## src/rtl/imem_load_ctrl_pkg.sv

```systemverilog
// Shared definitions for the instruction-memory load controller:
// FSM state encoding, the NOP injected while fetch is stalled, and word size.
package imem_ctrl_pkg;

  typedef enum logic [1:0] {
    IDLE = 2'd0,
    LOAD = 2'd1,
    DONE = 2'd2
  } state_t;

  localparam logic [31:0] NOP_INSTR  = 32'h00000013;
  localparam int          WORD_BYTES = 4;

endpackage

```

## src/rtl/imem_load_ctrl_if.sv

```systemverilog
// Program-loader side of the controller: start/base/count command, the
// valid/ready word stream, and the load status flags.
interface imem_load_ctrl_if #(
  parameter int ADDR_WIDTH = 10,
  parameter int DATA_WIDTH = 32
);

  logic                  load_start;
  logic [ADDR_WIDTH-1:0] load_base;
  logic [ADDR_WIDTH-2:0] load_count;
  logic                  load_valid;
  logic [DATA_WIDTH-1:0] load_data;
  logic                  load_ready;
  logic                  load_busy;
  logic                  load_done;
  logic                  load_err;

  modport master (
    output load_start, load_base, load_count, load_valid, load_data,
    input  load_ready, load_busy, load_done, load_err
  );

  modport slave (
    input  load_start, load_base, load_count, load_valid, load_data,
    output load_ready, load_busy, load_done, load_err
  );

endinterface

```

## src/rtl/imem_load_ctrl.sv

```systemverilog
// Arbitrates the single-port instruction memory between core fetch (IDLE)
// and a loader burst that writes consecutive words while fetch is stalled.
module imem_load_ctrl
  import imem_ctrl_pkg::*;
#(
  parameter int ADDR_WIDTH = 10,
  parameter int DATA_WIDTH = 32
) (
  input  logic                  clk,
  input  logic                  rst,
  input  logic [ADDR_WIDTH-1:0] fetch_addr_i,
  output logic [DATA_WIDTH-1:0] fetch_instr_o,
  output logic                  fetch_stall_o,
  imem_load_ctrl_if.slave       ld,
  output logic [ADDR_WIDTH-1:0] mem_addr_o,
  output logic                  mem_we_o,
  output logic [DATA_WIDTH-1:0] mem_wdata_o,
  input  logic [DATA_WIDTH-1:0] mem_rdata_i
);

  state_t                r_state;
  logic [ADDR_WIDTH-1:0] r_ptr;
  logic [ADDR_WIDTH-2:0] r_remaining;
  logic                  r_err;

  logic [ADDR_WIDTH:0]   w_end;
  logic [ADDR_WIDTH:0]   w_limit;
  logic                  w_reject;
  logic                  w_accept;

  // End of the burst is checked one bit wider so a wrap past the top is caught.
  assign w_end    = {1'b0, ld.load_base} + {ld.load_count, 2'b00};
  assign w_limit  = {1'b1, {ADDR_WIDTH{1'b0}}};
  assign w_reject = (ld.load_base[1:0] != 2'b00) || (w_end > w_limit);
  assign w_accept = (r_state == LOAD) && ld.load_valid;

  always_ff @(posedge clk or posedge rst) begin
    if (rst) begin
      r_state     <= IDLE;
      r_ptr       <= '0;
      r_remaining <= '0;
      r_err       <= 1'b0;
    end else begin
      case (r_state)
        IDLE: begin
          if (ld.load_start) begin
            if (w_reject) begin
              r_err <= 1'b1;
            end else begin
              r_err       <= 1'b0;
              r_ptr       <= ld.load_base;
              r_remaining <= ld.load_count;
              r_state     <= (ld.load_count == '0) ? DONE : LOAD;
            end
          end
        end
        LOAD: begin
          if (w_accept) begin
            r_ptr       <= r_ptr + ADDR_WIDTH'(WORD_BYTES);
            r_remaining <= r_remaining - (ADDR_WIDTH-1)'(1);
            if (r_remaining == (ADDR_WIDTH-1)'(1)) r_state <= DONE;
          end
        end
        DONE:    r_state <= IDLE;
        default: r_state <= IDLE;
      endcase
    end
  end

  // Everything below decodes from registered state only; start never leaks through.
  always_comb begin
    fetch_instr_o = mem_rdata_i;
    fetch_stall_o = 1'b0;
    mem_addr_o    = fetch_addr_i;
    mem_we_o      = 1'b0;
    ld.load_ready = 1'b0;
    ld.load_done  = 1'b0;
    case (r_state)
      LOAD: begin
        fetch_instr_o = DATA_WIDTH'(NOP_INSTR);
        fetch_stall_o = 1'b1;
        mem_addr_o    = r_ptr;
        mem_we_o      = ld.load_valid;
        ld.load_ready = 1'b1;
      end
      DONE: begin
        fetch_instr_o = DATA_WIDTH'(NOP_INSTR);
        fetch_stall_o = 1'b1;
        mem_addr_o    = r_ptr;
        ld.load_done  = 1'b1;
      end
      default: ;
    endcase
  end

  assign mem_wdata_o  = ld.load_data;
  assign ld.load_busy = (r_state != IDLE);
  assign ld.load_err  = r_err;

endmodule

```

## src/flat_wrapper.sv

```systemverilog
// flat-port wrapper written by rule: the top's interface ports become plain ports
module imem_load_ctrl_flat import imem_ctrl_pkg::*;
#(
  parameter int ADDR_WIDTH = 10,
  parameter int DATA_WIDTH = 32
)
  (clk, rst, fetch_addr_i, fetch_instr_o, fetch_stall_o, mem_addr_o, mem_we_o, mem_wdata_o, mem_rdata_i, ld_load_start, ld_load_base, ld_load_count, ld_load_valid, ld_load_data, ld_load_ready, ld_load_busy, ld_load_done, ld_load_err);
  imem_load_ctrl_if #(.ADDR_WIDTH(ADDR_WIDTH), .DATA_WIDTH(DATA_WIDTH)) ld_i ();
  input  logic clk;
  input  logic rst;
  input  logic [ADDR_WIDTH-1:0] fetch_addr_i;
  output logic [DATA_WIDTH-1:0] fetch_instr_o;
  output logic fetch_stall_o;
  output logic [ADDR_WIDTH-1:0] mem_addr_o;
  output logic mem_we_o;
  output logic [DATA_WIDTH-1:0] mem_wdata_o;
  input  logic [DATA_WIDTH-1:0] mem_rdata_i;
  input wire logic [$bits(ld_i.load_start)-1:0] ld_load_start;
  input wire logic [$bits(ld_i.load_base)-1:0] ld_load_base;
  input wire logic [$bits(ld_i.load_count)-1:0] ld_load_count;
  input wire logic [$bits(ld_i.load_valid)-1:0] ld_load_valid;
  input wire logic [$bits(ld_i.load_data)-1:0] ld_load_data;
  output wire logic [$bits(ld_i.load_ready)-1:0] ld_load_ready;
  output wire logic [$bits(ld_i.load_busy)-1:0] ld_load_busy;
  output wire logic [$bits(ld_i.load_done)-1:0] ld_load_done;
  output wire logic [$bits(ld_i.load_err)-1:0] ld_load_err;
  assign ld_i.load_start = ld_load_start;
  assign ld_i.load_base = ld_load_base;
  assign ld_i.load_count = ld_load_count;
  assign ld_i.load_valid = ld_load_valid;
  assign ld_i.load_data = ld_load_data;
  assign ld_load_ready = ld_i.load_ready;
  assign ld_load_busy = ld_i.load_busy;
  assign ld_load_done = ld_i.load_done;
  assign ld_load_err = ld_i.load_err;
  imem_load_ctrl #(.ADDR_WIDTH(ADDR_WIDTH), .DATA_WIDTH(DATA_WIDTH)) u_core (.clk(clk), .rst(rst), .fetch_addr_i(fetch_addr_i), .fetch_instr_o(fetch_instr_o), .fetch_stall_o(fetch_stall_o), .ld(ld_i), .mem_addr_o(mem_addr_o), .mem_we_o(mem_we_o), .mem_wdata_o(mem_wdata_o), .mem_rdata_i(mem_rdata_i));
endmodule
```

## config.mk

```make
export PLATFORM = sky130hd
export DESIGN_NAME = imem_load_ctrl_flat
export DESIGN_NICKNAME = d
export VERILOG_FILES = /design/src/rtl/imem_load_ctrl_pkg.sv /design/src/rtl/imem_load_ctrl_if.sv /design/src/rtl/imem_load_ctrl.sv /design/src/flat_wrapper.sv
export SDC_FILE = /design/constraint.sdc
export NUM_CORES = 1
export LEC_CHECK = 0
export ABC_AREA = 1
export BUFFER_PORTS_ARGS = -buffer_cell sky130_fd_sc_hd__buf_2
export CAP_MARGIN = 15
export CORE_ASPECT_RATIO = 1.1
export CORE_MARGIN = 4
export CORE_UTILIZATION = 30
export DETAILED_ROUTE_END_ITERATION = 16
export PLACE_DENSITY = 0.58
export SLEW_MARGIN = 30
export SYNTH_ARGS = -nofsm -noshare
export SYNTH_HDL_FRONTEND = slang
export SYNTH_SLANG_ARGS = --single-unit
export TNS_END_PERCENT = 5
```

## constraint.sdc

```tcl
create_clock -name clk -period 3.25 [get_ports clk]
set_input_delay 0 -clock clk [delete_from_list [all_inputs] [get_ports clk]]
set_output_delay 0 -clock clk [all_outputs]
set_load 0.01 [all_outputs]
```

-- After elaboration in Yosys (flattened, before gate mapping)
Index checks and enable logic that the tools add are counted.
- add/subtract/negate cells: 3
- order comparisons: 1
- equal/unequal tests: 7
- multiplexer cells: 21
- reduce and logical (&&, ||, !) cells: 11
- operator list (kind ; number):
    10-bit two-way mux ; 4
    32-bit two-way mux ; 1
    9-bit two-way mux ; 3
    10-bit one-hot mux with 2 select lines ; 1
    9-bit one-hot mux with 2 select lines ; 1
    10-bit by 11-bit adder with 11-bit output ; 1
    11-bit > comparator (second input constant) ; 1
    10-bit by 3-bit adder with 10-bit output (second input constant) ; 1
    2-bit two-way mux ; 5
    9-bit by 1-bit equality test with 1-bit output (second input constant) ; 1
    9-bit logical NOT ; 1
    9-bit by 1-bit subtractor with 9-bit output (second input constant) ; 1
    4-bit AND reduction ; 2
    2-bit inequality test (second input constant) ; 3
    2-bit nonzero test ; 3
    1-bit two-way mux ; 5
    2-bit one-hot mux with 2 select lines ; 1
    2-bit by 1-bit equality test with 1-bit output (second input constant) ; 1
    2-bit equality test (second input constant) ; 1
    2-bit logical NOT ; 1
    2-bit by 1-bit inequality test with 1-bit output (second input constant) ; 1
    2-bit AND reduction ; 1
    2-bit OR reduction ; 1
    1-bit logical AND ; 1
    1-bit logical OR ; 1
- register bits after elaboration: 22
- bits of input ports: 97
- output and inout bits: 80

-- Logic depth before layout (Yosys ltp)
Gate-level depths: netlist of run 1.
- depth in word-level cells: 6
- gate-level depth with buffers: 18
- gate-level depth less buffers: 17

-- Worst setup path before layout of run 1
OpenSTA, ideal clock, no wires.
- path type: reg-to-reg
- start point: register u_core.r_state[0]
- end point: register u_core.r_remaining[6]
- library setup time: 117 ps
- arrival: 1686 ps
- slack: 1448 ps
- cell stages (with the launch flop): 10
- period minus slack after synthesis: 1802 ps
- cells stage by stage: dfrtp_1 > ha_1 > buf_2 > inv_1 > o22ai_1 > a21oi_2 > nand2_4 > buf_6 > nand2_2 > nand2_1
- word-level cells in the longest chain between the ends: 4
- elaborated cells on any way between the ends: 9
- classes of those cells: eq/ne (4); mux (1); reduce/logical (4)
- RTL lines (item ; line ; RTL):
    start: declaration ; imem_load_ctrl.sv:21 ; state_t r_state;
    start signal: assignment ; imem_load_ctrl.sv:53 ; r_state <= (ld.load_count == '0) ? DONE : LOAD;
    2-bit by 1-bit equality test with 1-bit output ; imem_load_ctrl.sv:35, imem_load_ctrl.sv:44 ;
    1-bit logical AND ; imem_load_ctrl.sv:35 ; assign w_accept = (r_state == LOAD) && ld.load_valid;
    2-bit by 1-bit inequality test with 1-bit output (no source line) ; - ;
    4-bit AND reduction (no source line) ; - ;
    end signal: assignment ; imem_load_ctrl.sv:52 ; r_remaining <= ld.load_count;
    end signal: assignment ; imem_load_ctrl.sv:60 ; r_remaining <= r_remaining - (ADDR_WIDTH-1)'(1);
    end: declaration ; imem_load_ctrl.sv:23 ; logic [ADDR_WIDTH-2:0] r_remaining;
Several ways; a longest one is shown, not always the timed one.
A chain may end at the register's enable or synchronous reset.

-- Final worst setup path of run 1
- start point: register u_core.r_state[0]
- end point: output mem_addr_o[6]
- word-level cells in the longest chain between the ends: 3
- elaborated cells on any way between the ends: 4
- classes of those cells: eq/ne (2); mux (1); reduce/logical (1)
- RTL lines (item ; line ; RTL):
    2-bit equality test / 2-bit by 1-bit equality test with 1-bit output (equally long branches) ; imem_load_ctrl.sv:78 ; case (r_state)
    2-bit OR reduction (no source line) * ; - ;
    10-bit two-way mux * ; imem_load_ctrl.sv:78 ;
    end: declaration ; flat_wrapper.sv:14 ; output logic [ADDR_WIDTH-1:0] mem_addr_o;
Every way passes the cells marked *; elsewhere a longest branch is shown, timed or not.

==> metrics list, run 1 <==
- RR Startpoint: u_core.r_state[1]
- During I/O placement, the number of pins put on the boundary was about 180.
* Post-synth EDFFs: 0
- Part of the Yosys area used for sequential elements: 21.7%
- # nets final: 604
- Maximum vdd drop: 309 µV
- The number of cells on the worst reg-to-reg path is 7.
- CTS built an H-tree with a depth of 1.
* Max Clock Freq: between 400 and 500 MHz
- Number of hold-repair buffers added at the cts stage: 1
- Clock Skews: 0.00256 ns
* Total congestion overflow after global routing: 0
* Overall routed net length: around 7.3 mm
- Synthesis Warnings: 0
- Required time worst endpoint: between 3 and 4 ns
- Walking the worst path, the cells encountered are inv_1 > ha_1 > inv_1 > o21ai_0 > buf_2.
- Starting density of the core: 31.3%
- MaxCap Viol Count: 0
- Average wire length per cell after detail routing: 12.3 µm
- The worst path in the final design needs a cycle of about 2.2 ns, including I/O delays and setup.
- Setup repair after global routing missed its margin: no
- Setup violations remaining at the end of the flow were counted as 0.
- Weighted congestion reported at the end of routability-driven placement: 0.858
- The first TritonRoute pass finished after 4 iterations.
- Synthesis handed over a netlist of 414 instances.
* Hold Path Sink: mem_wdata_o[27]
- Num Clock Sinks: 22
- The die is 95.6 µm wide.
* Average cell area after synthesis: ~6.1 µm²
- The routed layout has ~2700 vias.
- Buffers inserted during clock tree synthesis total 3.
- The cell that appears most often on the critical path is sky130_fd_sc_hd__inv_1.
- For this run, the leading register cell type out of synthesis is sky130_fd_sc_hd__dfrtp_1.
* Antenna diode instance count: 0
- For this run, the slowest stage of the critical path takes 0.67 ns.
- Leading area contributor after synthesis: sky130_fd_sc_hd__dfrtp_1
* Endpoint of the lowest-slack register-to-register path: u_core.r_remaining[5]
- Summed over all nets, the half-perimeter wirelength after detailed placement is 6.15 mm.
* Overall global routing resource usage: between 10 and 15%
* Worst setup EP type: output port
- Post-route fraction of the period consumed by the critical path: 66.2%
* Final Max Tran Viols: 0
- After clock tree synthesis, the clock-pin slew on the worst setup and hold paths is ~0.07 ns.
* Bufs on Longest Clock Path: 2
* Number of input and output port buffers inserted: 112
- Arrival time reported for the critical path endpoint: around 2.2 ns
* Most area-consuming cells after synthesis: sky130_fd_sc_hd__dfrtp_1, sky130_fd_sc_hd__nand2_1, sky130_fd_sc_hd__buf_4, sky130_fd_sc_hd__inv_1, sky130_fd_sc_hd__ha_1
- Die Y: 104 µm
- By startpoint and endpoint, the worst setup path is classified as reg2out.
- For flop-to-flop paths, the worst setup slack is 1.24 ns.
- Along the worst hold path, the cell count comes to 0.
- STA classifies the critical path startpoint as a flip-flop.
* Normalized max-slew margin: 44.4%
- The count of nets left with antenna violations once routing finished came out at 0.
- Worst setup startpoint: u_core.r_state[0]
- Beginning of the worst hold path: ld_load_data[27]
- Slew at the pin with the worst max-slew slack: ~0.83 ns
- Via density per instance: about 4.5
* Number of global-route vias before repair: 2417
* Total number of placement rows: 34
- In this run the post-CTS setup repair buffer count came out at 0.
* Outcome: finished, final reports clean
* Number of distinct library cells after synthesis: 34
- In this run the worst hold path is classified as in2out.
* Number of antenna violations at the first check in global routing: 0
- The largest individual stage delay along the critical path comes from the cell sky130_fd_sc_hd__ha_1.
- In the final timing run, aggregate negative setup slack is 0 ns.
- Async S/R FF share, synth: 100%
* Final hold violation count: 0
- Power per cell area: 831 nW/µm²
- CTS tree: done
- In this run the worst path has a maximum fanout of 19.
* Pin count of the biggest net entering global routing: 30
- First-pass GRT wire length: 11.0 mm
* CTS root buf: sky130_fd_sc_hd__clkbuf_8
- Clock latency on the worst-skew pair, taken at its later pin, is 0.26 ns.
- Mapped Nets: about 530
* Resize count post-CTS: 0
- Total chip power: 2510 µW
- Share of the synthesized area in the top cell type: 21.7%
- Of the cells placed in the final design, the portion with a size suffix greater than 1 is 28.4%.
- Layout area overhead: 19.1%
- The synthesized design contains 22 register bits.
- Synthesized cell area: between 2000 and 3000 µm²
* Initial detailed-routing violation count: 64
* Die Area: 9980 µm²
* DRC violation count after routing: 0
- The core region is around 8000 µm².
- In this run the static leakage power is 0.00186 µW.
-- critical path, delay by kind of cell, from the launching register on --
kind	cells	cell delay, ns
adder cells (fa/ha/maj)	1	0.67
buffers and inverters	3	0.60
flip-flops	1	0.39
AO/OA/AOI/OAI	1	0.23
-- synthesized netlist by cell type, types with 2 or more instances --
cell type                  number
sky130_fd_sc_hd__xnor2_1        5
sky130_fd_sc_hd__nor3_1         6
sky130_fd_sc_hd__nand2_2       11
sky130_fd_sc_hd__inv_1         62
sky130_fd_sc_hd__nor2_1        46
sky130_fd_sc_hd__clkbuf_1       6
sky130_fd_sc_hd__nand4_1        4
sky130_fd_sc_hd__o21ai_0       17
sky130_fd_sc_hd__buf_2          3
sky130_fd_sc_hd__xor2_1         4
sky130_fd_sc_hd__nand3_1       29
sky130_fd_sc_hd__nand2_1      121
sky130_fd_sc_hd__or2_2          3
sky130_fd_sc_hd__a21oi_1        8
sky130_fd_sc_hd__buf_4         34
sky130_fd_sc_hd__ha_1          15
sky130_fd_sc_hd__nand2_4        2
sky130_fd_sc_hd__dfrtp_1       22
-- worst max path at each step --
stage                            end  slack (ns)  cells after the start
6_report               mem_addr_o[6]        1.10                      5
3_5_place_dp   u_core.r_remaining[5]        1.02                     17
3_3_place_gp   u_core.r_remaining[4]        1.07                     17
2_1_floorplan  u_core.r_remaining[6]        1.45                      9
5_1_grt                mem_addr_o[7]        0.85                      5
4_1_cts                mem_addr_o[6]        1.05                      5
-- per-layer routing --
metal / wire (µm) / global-route usage [%]
met1: 3030 / 15.5
met2: 3610 / 24.9
met5: 0 / 0
met3: 578 / 1.66
met4: 129 / 5.39
-- cells in the final DEF, fill, tap and decap left out, types with 2 or more instances in the layout --
cell type,count
sky130_fd_sc_hd__dfrtp_1,22
sky130_fd_sc_hd__ha_1,15
sky130_fd_sc_hd__a21oi_1,8
sky130_fd_sc_hd__nor3_1,6
sky130_fd_sc_hd__o21ai_0,17
sky130_fd_sc_hd__xor2_1,4
sky130_fd_sc_hd__nand3_1,29
sky130_fd_sc_hd__xnor2_1,5
sky130_fd_sc_hd__nand2_1,121
sky130_fd_sc_hd__clkbuf_8,4
sky130_fd_sc_hd__inv_1,62
sky130_fd_sc_hd__buf_4,4
sky130_fd_sc_hd__buf_2,112
sky130_fd_sc_hd__or2_2,3
sky130_fd_sc_hd__nand4_1,4
sky130_fd_sc_hd__nand2_4,2
sky130_fd_sc_hd__nand2_2,11
sky130_fd_sc_hd__nor2_1,46
-- stage by stage --
step | util [%] | area [µm²] | hold WS (ns) | instances | setup slack [ns]
6_report | 37.3 | 3020 | 0.00000389 | 598 | 1.10
5_1_grt | 37.3 | 3020 | 0.0000150 | 598 | 0.851
4_1_cts | 37.3 | 3020 | 0.0000686 | 598 | 1.05
3_5_place_dp | 36.5 | 2950 | 0.0000686 | 593 | 1.02
3_3_place_gp | 36.5 | 2950 | 0.0000686 | 593 | 1.07
2_1_floorplan | - | 2530 | -0.0108 | 414 | 1.45
-- area by class of cell --
class,instances,area (µm²)
Clock buffer,4,55.1
Fill cell,891,5070
Inverter,63,236
Multi-Input combinational cell,284,1440
Sequential cell,22,551
Tap cell,108,135
Timing Repair Buffer,117,601
-- cell families after synthesis --
kind of cell    synth area share [%]
simple gates                    37.8
buf+inv                         21.5
fa+ha+maj                       8.20
compound gates                  7.26
mux                            0.444
flops                           21.7
xor+xnor                        3.11
-- power by group --
group	total [µW]	internal (µW)	switching, µW
clock	192	108	84.0
sequential	529	392	137
combinational	1790	667	1120
total	2510	1170	1340
-- state kept, by name, indices dropped and copies added (netlist names) --
name and count:
u_core.ld.load_err 1, u_core.r_ptr 10, u_core.r_remaining 9, u_core.r_state 2
(Power assumes the default switching activity.)
==> run 2, diff against run 1 <==
ABC_AREA = 0   (was 1)
PLACE_DENSITY = 0.61   (was 0.58)
clock period = 1.88 ns   (was 3.25 ns; I/O delays follow)
==> run 2 against run 1 <==
  * The flow now finishes with violations (setup timing)
  * Via count decreased by 3.9%
  * Largest power group unchanged
  * Critical endpoint is now u_core.r_remaining[4]
  * Synthesized area shrank 5.2%
  * Critical path type is now reg2reg
  * Total power is 95% higher
  * Sequential power is 72% higher
  * Register-to-register slack lost 1.4 ns
  * Core utilization increased by 8.1 points
==> metrics list, run 2 <==
- The maximum fanout count along the critical path was 5 (was 19).
- Leading registers by flop count: u_core.r_ptr x10, u_core.r_remaining x9, u_core.r_state x2 (unchanged)
* Most frequent CP cell: sky130_fd_sc_hd__o22ai_4 (was sky130_fd_sc_hd__inv_1)
- The area of the core region was 7640 µm² (was 8080 µm²).
- Most area-consuming cells after synthesis: sky130_fd_sc_hd__dfrtp_1, sky130_fd_sc_hd__buf_4, sky130_fd_sc_hd__ha_1, sky130_fd_sc_hd__nor2b_1, sky130_fd_sc_hd__mux2_2 (was sky130_fd_sc_hd__dfrtp_1, sky130_fd_sc_hd__nand2_1, sky130_fd_sc_hd__buf_4, sky130_fd_sc_hd__inv_1, sky130_fd_sc_hd__ha_1).
* Setup repair after global routing missed its margin: yes (was no)
* Starting density of the core: 31.4% (was 31.3%)
- Number of antenna violations at the first check in global routing: 0 (unchanged)
- Power per cell area: 1410 nW/µm² (was 831 nW/µm²)
* Leading cell type in the layout, fill and taps excluded: sky130_fd_sc_hd__buf_2 (was sky130_fd_sc_hd__nand2_1)
- The number of failing hold endpoints at the final stage was 0 (unchanged).
* Count leader, synth: sky130_fd_sc_hd__buf_4 (was sky130_fd_sc_hd__nand2_1)
* Final critical delay including setup and external delays: 1.99 ns
- The number of synthesized register bits is 22 (unchanged).
* Worst setup EP type: flip-flop (was output port)
* Placed Cells incl. Taps: 515 (was 593)
- Bufs on Longest Clock Path: 2 (unchanged)
- The worst reg-to-reg setup slack is -0.11 ns (was 1.24 ns).
* # nets final: 532 (was 604)
- The maximum number of pins on one net before global-route repair is 44 (was 30).
- The fraction of synthesized cell area taken by the top area cell type is 22.9% (was 21.7%).
- The TritonCTS clock tree is done (unchanged).
- The count of flip-flops with a built-in enable after synthesis is 0 (unchanged).
- The data required time of the critical path is 2.04 ns (was 3.25 ns).
* Number of CTS-inserted buffers: 3 (unchanged)
- The worst slew margin relative to its limit is 66.2% (was 44.4%).
- Worst setup path class: reg2reg (was reg2out)
- The via count came to 2566 (was 2671).
* Register-to-Register Path Depth: 9 (was 7)
- The capturing element of the worst setup path was u_core.r_remaining[4] (was mem_addr_o[6]).
- Synthesized cell area: 2400 µm² (was 2530 µm²)
* Average wire length per cell after detail routing: 14.9 µm (was 12.3 µm)
* Antenna viol nets, final: 0 (unchanged)
- Average cell area after synthesis: 8.06 µm² (was 6.12 µm²)
- The number of setup violations in the final report is 12 (was 0).
* Number of fill cells: 766 (was 891)
- The pre-CTS worst setup slack was -0.504 ns (was 1.02 ns).
- Violated checks: setup timing
* Clock Skews: 0.00684 ns (was 0.00256 ns)
- The share of flip-flops with an asynchronous set or reset after synthesis was 100% (unchanged).
- The number of primary I/O pins is 177 (unchanged).
- The wire length of the first global-routing pass came to 12.4 mm (was 11.0 mm).
- The total routing resource utilization after global routing is 16.0% (was 13.6%).
- Maximum vdd drop: 1490 µV (was 309 µV)
- The leakage power came to 0.00168 µW (was 0.00186 µW).
* Prevailing post-synth register cell: sky130_fd_sc_hd__dfrtp_1 (unchanged)
- Leading area contributor after synthesis: sky130_fd_sc_hd__dfrtp_1 (unchanged)
* Number of iterations in the first detailed-routing pass: 5 (was 4)
* Arrival time reported for the critical path endpoint: 2.15 ns (about the same)
- The number of pins exceeding their max-slew limit in the final report was 0 (unchanged).
* Largest register by flop count: u_core.r_ptr (unchanged)
* Maximum level of the CTS H-tree: 1 (unchanged)
- Outcome: finished, violations left (was finished, final reports clean).
- The sequential fraction of the synthesis area came to 22.9% (was 21.7%).
- Cell with the biggest individual delay on the critical path: sky130_fd_sc_hd__dfrtp_2 (was sky130_fd_sc_hd__ha_1)
- Most numerous cell types in the synthesized netlist: sky130_fd_sc_hd__buf_4, sky130_fd_sc_hd__nor2b_1, sky130_fd_sc_hd__nor2_1 (was sky130_fd_sc_hd__nand2_1, sky130_fd_sc_hd__inv_1, sky130_fd_sc_hd__nor2_1).
* CTS root buf: sky130_fd_sc_hd__clkbuf_8 (unchanged)
- Setup slack after layout: -0.111 ns (was 1.10 ns)
- Static timing analysis puts the maximum clock frequency at 502 MHz.
- The violation count after the first detailed-routing iteration is 101 (was 64).
- The worst path uses 106% of the clock period.
* Mapped Nets: 411 (was 527)
* Critical path's largest stage delay: 0.43 ns (was 0.67 ns)
* DRC violation count after routing: 0 (unchanged)
- Die Area: 9510 µm² (was 9980 µm²)
- The max capacitance violation total came to 0 (unchanged).
- The via count of the first global-routing pass is 2585 (was 2417).
* Clock transition at path regs: 0.09 ns (was 0.07 ns)
- The post-route setup TNS came to -0.608 ns (was 0 ns).
- The measured slew at the worst slew-check pin was 0.502 ns (was 0.833 ns).
- Total number of placement rows: 33 (was 34)
- Number of standard cells in the final layout excluding fillers: 523 (was 598)
* Total congestion overflow after global routing: 0 (unchanged)
- Share of post-route cells with drive strength above 1: 49.3% (was 28.4%)
- The number of flip-flops in the largest register was 10 (unchanged).
- Synthesis Warnings: 0 (unchanged)
- Hold WS: 0.00000336 ns (was 0.00000389 ns)
- The number of clock sinks is 22 (unchanged).
- Number of input and output port buffers inserted: 112 (unchanged)
- Kind of path behind the tightest hold check: in2out (unchanged)
* Number of distinct library cells after synthesis: 50 (was 34)
- Layout area overhead: 44.3% (was 19.1%)
* Via density per instance: 4.91 (was 4.47)
- Startpoint kind of the worst setup timing path: flip-flop (unchanged)
- The post-DP HPWL is 6.39 mm (was 6.15 mm).
- Worst setup startpoint: u_core.r_state[0] (unchanged)
* Die Y: 102 µm (was 104 µm)
- Worst path cell trace: inv_2 > ha_4 > inv_6 > o22ai_4 > or3_4 > o22ai_4 > nor2_2 > buf_4 > a211o_1 (was inv_1 > ha_1 > inv_1 > o21ai_0 > buf_2).
- The final RePlAce weighted congestion is 0.897 (was 0.858).
- The total wire length after detailed routing came to 7.81 mm (was 7.34 mm).
- RR Startpoint: u_core.r_state[0] (was u_core.r_state[1])
* Endpoint of the lowest-slack register-to-register path: u_core.r_remaining[4] (was u_core.r_remaining[5])
- Clock latency reported for the late side of the worst-skew pair: 0.27 ns (was 0.26 ns)
- The width of the chip was 93.3 µm (was 95.6 µm).
* Total chip power: 4900 µW (was 2510 µW)
- Most frequent cells in the layout: sky130_fd_sc_hd__buf_2, sky130_fd_sc_hd__buf_4, sky130_fd_sc_hd__nor2b_1 (was sky130_fd_sc_hd__nand2_1, sky130_fd_sc_hd__buf_2, sky130_fd_sc_hd__inv_1).
- The post-synthesis cell count came to 298 (was 414).
- The antenna diode instance count is 0 (unchanged).
[run 2: cell count changes after synthesis, moves of 9 or more]
cell | before | now
sky130_fd_sc_hd__nand2_1 | 121 | 12
sky130_fd_sc_hd__inv_1 | 62 | 12
sky130_fd_sc_hd__nor2b_1 | 0 | 29
sky130_fd_sc_hd__nand2_2 | 11 | 0
sky130_fd_sc_hd__nor2_1 | 46 | 24
sky130_fd_sc_hd__mux2_2 | 1 | 10
sky130_fd_sc_hd__nand3_1 | 29 | 9
[run 2: final cells by class]
class	instances	area, µm²	area share, %
multi-input cells	219	1650	47.7
repair buffers	160	1010	29.0
inverters	13	53.8	1.55
flip-flops and latches	22	552	15.9
well taps	105	131	3.79
clock inverters	1	30.0	0.866
clock buffers	3	41.3	1.19
[run 2: kinds of logic after synthesis]
family          Yosys count  share of synthesized area, %
simple gates            110                          24.3
compound gates           75                          21.7
buf+inv                  58                          14.8
flops                    22                          22.9
fa+ha+maj                16                          8.65
mux                      13                          6.15
xor+xnor                  4                          1.46
[run 2: worst min-delay path by stage]
stage	from	end	slack, ns	cells past startpoint
2_1_floorplan	rst	u_core.ld.load_err	-0.01	1
3_3_place_gp	ld_load_data[17]	mem_wdata_o[17]	0.00007	0
3_5_place_dp	ld_load_data[17]	mem_wdata_o[17]	0.00007	0
4_1_cts	ld_load_data[17]	mem_wdata_o[17]	0.00007	0
5_1_grt	ld_load_data[4]	mem_wdata_o[4]	0.00002	0
6_report	ld_load_data[4]	mem_wdata_o[4]	0.000003	0
[run 2: routing by layer]
metal	vias to the layer above	part of all wire [%]	GRT usage [%]
li1	1270	-	-
met1	1177	41	19.4
met2	113	50	29.4
met3	6	8.3	3.31
met4	0	0.76	2.48
met5	-	0	0
[run 2: power by group]
group | internal, µW | switching (µW) | leakage (µW) | total (µW)
clock | 285 | 178 | 0.0000357 | 463
combinational | 1740 | 1780 | 0.00138 | 3520
sequential | 681 | 229 | 0.000265 | 911
total | 2710 | 2190 | 0.00168 | 4900
[run 2: stage by stage]
stage,util (%),area [µm²]
after floorplan,-,2490
after global placement,41.9,3200
after detailed placement,41.9,3200
after CTS,43.7,3330
after global routing,45.4,3470
final,45.4,3470
[run 2: critical path: cells and delay by family, from the launching register on]
family	cells	cell delay [ns]
AO/OA/AOI/OAI	3	0.54
AND/OR/NAND/NOR	2	0.45
flip-flops	1	0.43
buffers and inverters	3	0.28
adder cells (fa/ha/maj)	1	0.17
[run 2: what timing repair did]
item                                    CTS  global route
endpoints found under the hold margin    22             0
gates resized for setup                  18            28
gates cloned                              1             0
hold buffers                              1             0
pin swaps                                14             6
endpoints found under the setup margin   29            31
setup buffers                             0             2
==> run 3, diff against run 2 <==
PLACE_DENSITY = 0.59   (was 0.61)
clock period = 2.4 ns   (was 1.88 ns; I/O delays follow)
==> run 3 against run 2 <==
  * The flow now finishes without violations
  * Count of clock-buffer cells in the layout unchanged
  * Critical endpoint is now u_core.r_ptr[8]
  * Core utilization decreased by 6.0 points
  * Total power decreased by 33%
  * Sequential share of layout area increased by 2.4 points
  * Global-route usage decreased by 0.98 points
  * Largest power group unchanged
  * First-iteration DRC count increased by 31%
  * Critical path type unchanged
  * Worst hold slack about the same
  * Critical path depth increased by 1
  * Final cell count decreased by 5.9%
  * Highest routed layer is now met5
  * Flip-flop and latch count unchanged
  * Die area unchanged
==> metrics list, run 3 (synthesis gave the netlist of run 2 again) <==
* Max Clock Freq: 453 MHz (was 502 MHz)
- First-pass GRT wire length: 11.4 mm (was 12.4 mm)
* Number of CTS-inserted buffers: 3 (unchanged)
* Largest register by flop count: u_core.r_ptr (unchanged)
- The via count is 2449 (was 2566).
- Pleak: 0.00146 µW (was 0.00168 µW)
- The most common cell after layout, fill and taps aside is sky130_fd_sc_hd__buf_2 (unchanged).
- The post-route setup TNS was 0 ns (was -0.608 ns).
- The initial core utilization is 31.4% (unchanged).
- Layout area overhead: 25.2% (was 44.3%)
- Arrival time reported for the critical path endpoint: 2.36 ns (was 2.15 ns)
* Via density per instance: 4.98 (was 4.91)
- The root buffer selected by CTS is sky130_fd_sc_hd__clkbuf_8 (unchanged).
- The startpoint kind of the worst setup timing path is a flip-flop (unchanged).
* Die Y: 102 µm (unchanged)
- The via count of the first global-routing pass came to 2329 (was 2585).
* Maximum vdd drop: 352 µV (was 1490 µV)
- Initial detailed-routing violation count: 132 (was 101)
* Half-perimeter wire length after detailed placement: 6.33 mm (was 6.39 mm)
- The number of setup violations in the final report came to 0 (was 12).
- Register-to-Register Path Depth: 10 (was 9)
- The count of unresolved DRC violations after routing came to 0 (unchanged).
* Outcome: finished, final reports clean (was finished, violations left)
- The measured slew at the worst slew-check pin came to 0.750 ns (was 0.502 ns).
* Num Clock Sinks: 22 (unchanged)
- CTS tree: done (unchanged)
- The largest buffer count on any clock path is 2 (unchanged).
- Average wire length per cell after detail routing: 15.3 µm (was 14.9 µm)
- Number of antenna violations at the first check in global routing: 1 (was 0)
- The total wire length after detailed routing is 7.52 mm (was 7.81 mm).
* Final Max Tran Viols: 0 (unchanged)
* Post-route fraction of the period consumed by the critical path: 92.1% (was 106%)
- Antenna viol nets, final: 0 (unchanged)
* Cells on Worst Hold Path: 0 (unchanged)
- Most frequent cells in the layout: sky130_fd_sc_hd__buf_2, sky130_fd_sc_hd__nor2b_1, sky130_fd_sc_hd__nor2_1 (was sky130_fd_sc_hd__buf_2, sky130_fd_sc_hd__buf_4, sky130_fd_sc_hd__nor2b_1)
* Weighted congestion reported at the end of routability-driven placement: 0.811 (was 0.897)
- Total congestion overflow after global routing: 0 (unchanged)
- Total I/O pin count: 177 (unchanged)
- Die Area: 9510 µm² (unchanged)
* Final hold violation count: 0 (unchanged)
- The final critical path time including I/O delays and setup came to 2.21 ns (was 1.99 ns).
- Number of iterations in the first detailed-routing pass: 4 (was 5)
* Maximum level of the CTS H-tree: 1 (unchanged)
- Worst setup path class: reg2reg (unchanged)
- The antenna diode instance count was 0 (unchanged).
- The final standard cell count with taps included and fillers excluded came to 492 (was 523).
* Placed Cells incl. Taps: 486 (was 515)
- The width of the chip is 93.3 µm (unchanged).
* MaxCap Viol Count: 0 (unchanged)
- The total routing resource utilization after global routing came to 15.0% (was 16.0%).
- The number of flip-flops in the largest register was 10 (unchanged).
* Placeable core area: 7640 µm² (unchanged)
* Clock transition at path regs: 0.09 ns (about the same)
- The largest clock skew in the final design was 0.00353 ns (was 0.00684 ns).
* Number of input and output port buffers inserted: 112 (unchanged)
- Normalized max-slew margin: 50.0% (was 66.2%)
- The data required time of the critical path was 2.55 ns (was 2.04 ns).
- Setup repair after global routing missed its margin: no (was yes)
- Pin count of the biggest net entering global routing: 31 (was 44)
- The power density relative to cell area came to 1090 nW/µm² (was 1410 nW/µm²).
- The final net count is 501 (was 532).
* Total chip power: 3270 µW (was 4900 µW)
* Worst setup EP type: flip-flop (unchanged)
* Kind of path behind the tightest hold check: in2out (unchanged)
* Leading registers by flop count: u_core.r_ptr x10, u_core.r_remaining x9, u_core.r_state x2 (unchanged)
* Maximum net fanout on the critical path: 12 (was 5)
- The share of layout cells above drive strength 1 is 41.1% (was 49.3%).
* Clock latency reported for the late side of the worst-skew pair: 0.27 ns (about the same)
- Total number of placement rows: 33 (unchanged)
## run 3: changes by cell type in the layout (fill, tap and decap cells not counted), sizes merged
cell | before | now
buf | 159 | 129
nor2 | 26 | 25
## run 3: repair_timing
| action | CTS | global route |
|---|---|---|
| buffers inserted | 0 | 1 |
| hold buffers | 1 | 0 |
| resized for setup | 0 | 3 |
| setup endpoints to repair | 0 | 7 |
| endpoints found under the hold margin | 22 | 0 |
## run 3: power by group
part	leakage [µW]	total [µW]	switching, µW	internal, µW
Sequential	0.000266	704	171	532
Combinational	0.00116	2210	1210	997
Clock	0.0000357	359	136	223
## run 3: layout make-up
type	count	area, µm²
clock buffers	3	41.3
clock inverters	1	30.0
fillers	787	4630
inverters	13	51.3
multi-input cells	218	1510
flip-flops and latches	22	551
well taps	105	131
repair buffers	130	698
## run 3: path summary, 6_finish.rpt
path                                     end  slack [ns]              start
setup / recovery             u_core.r_ptr[8]        0.19  u_core.r_state[1]
hold / removal               mem_wdata_o[23]    0.000004   ld_load_data[23]
setup reg to reg             u_core.r_ptr[8]        0.19  u_core.r_state[1]
hold reg to reg              u_core.r_ptr[0]        0.49    u_core.r_ptr[0]
max in group asynchronous    u_core.r_ptr[3]        1.77                rst
min in group asynchronous  u_core.r_state[1]        0.30                rst
## run 3: metrics by stage
| step | setup WS, ns | area, µm² | utilization (%) | hold slack (ns) |
|---|---|---|---|---|
| final | 0.190 | 3010 | 39.4 | 0.00000443 |
| after global routing | 0.0127 | 3010 | 39.4 | 0.0000151 |
| after CTS | 0.127 | 2990 | 39.1 | 0.0000686 |
| after detailed placement | -0.157 | 2910 | 38.1 | 0.0000686 |
| after global placement | -0.0882 | 2910 | 38.1 | 0.0000686 |
| after floorplan | 0.151 | 2400 | - | -0.0108 |
## run 3: layer usage
| metal | GRT usage (%) | routed length [µm] |
|---|---|---|
| met5 | 0 | 13 |
| met4 | 3.72 | 110 |
| met1 | 17.3 | 3020 |
| met3 | 4.49 | 773 |
| met2 | 27.1 | 3590 |
## run 3: worst max-delay path, cell delays in order, from the launching register on
cell and delay, ns:
sky130_fd_sc_hd__dfrtp_1 0.40, sky130_fd_sc_hd__inv_1 0.10, sky130_fd_sc_hd__ha_1 0.23, sky130_fd_sc_hd__inv_4 0.12, sky130_fd_sc_hd__o22ai_2 0.11, sky130_fd_sc_hd__or3_1 0.36
sky130_fd_sc_hd__o22ai_2 0.17, sky130_fd_sc_hd__nor2_4 0.10, sky130_fd_sc_hd__buf_4 0.18, sky130_fd_sc_hd__o21ai_0 0.19, sky130_fd_sc_hd__o21ai_0 0.12
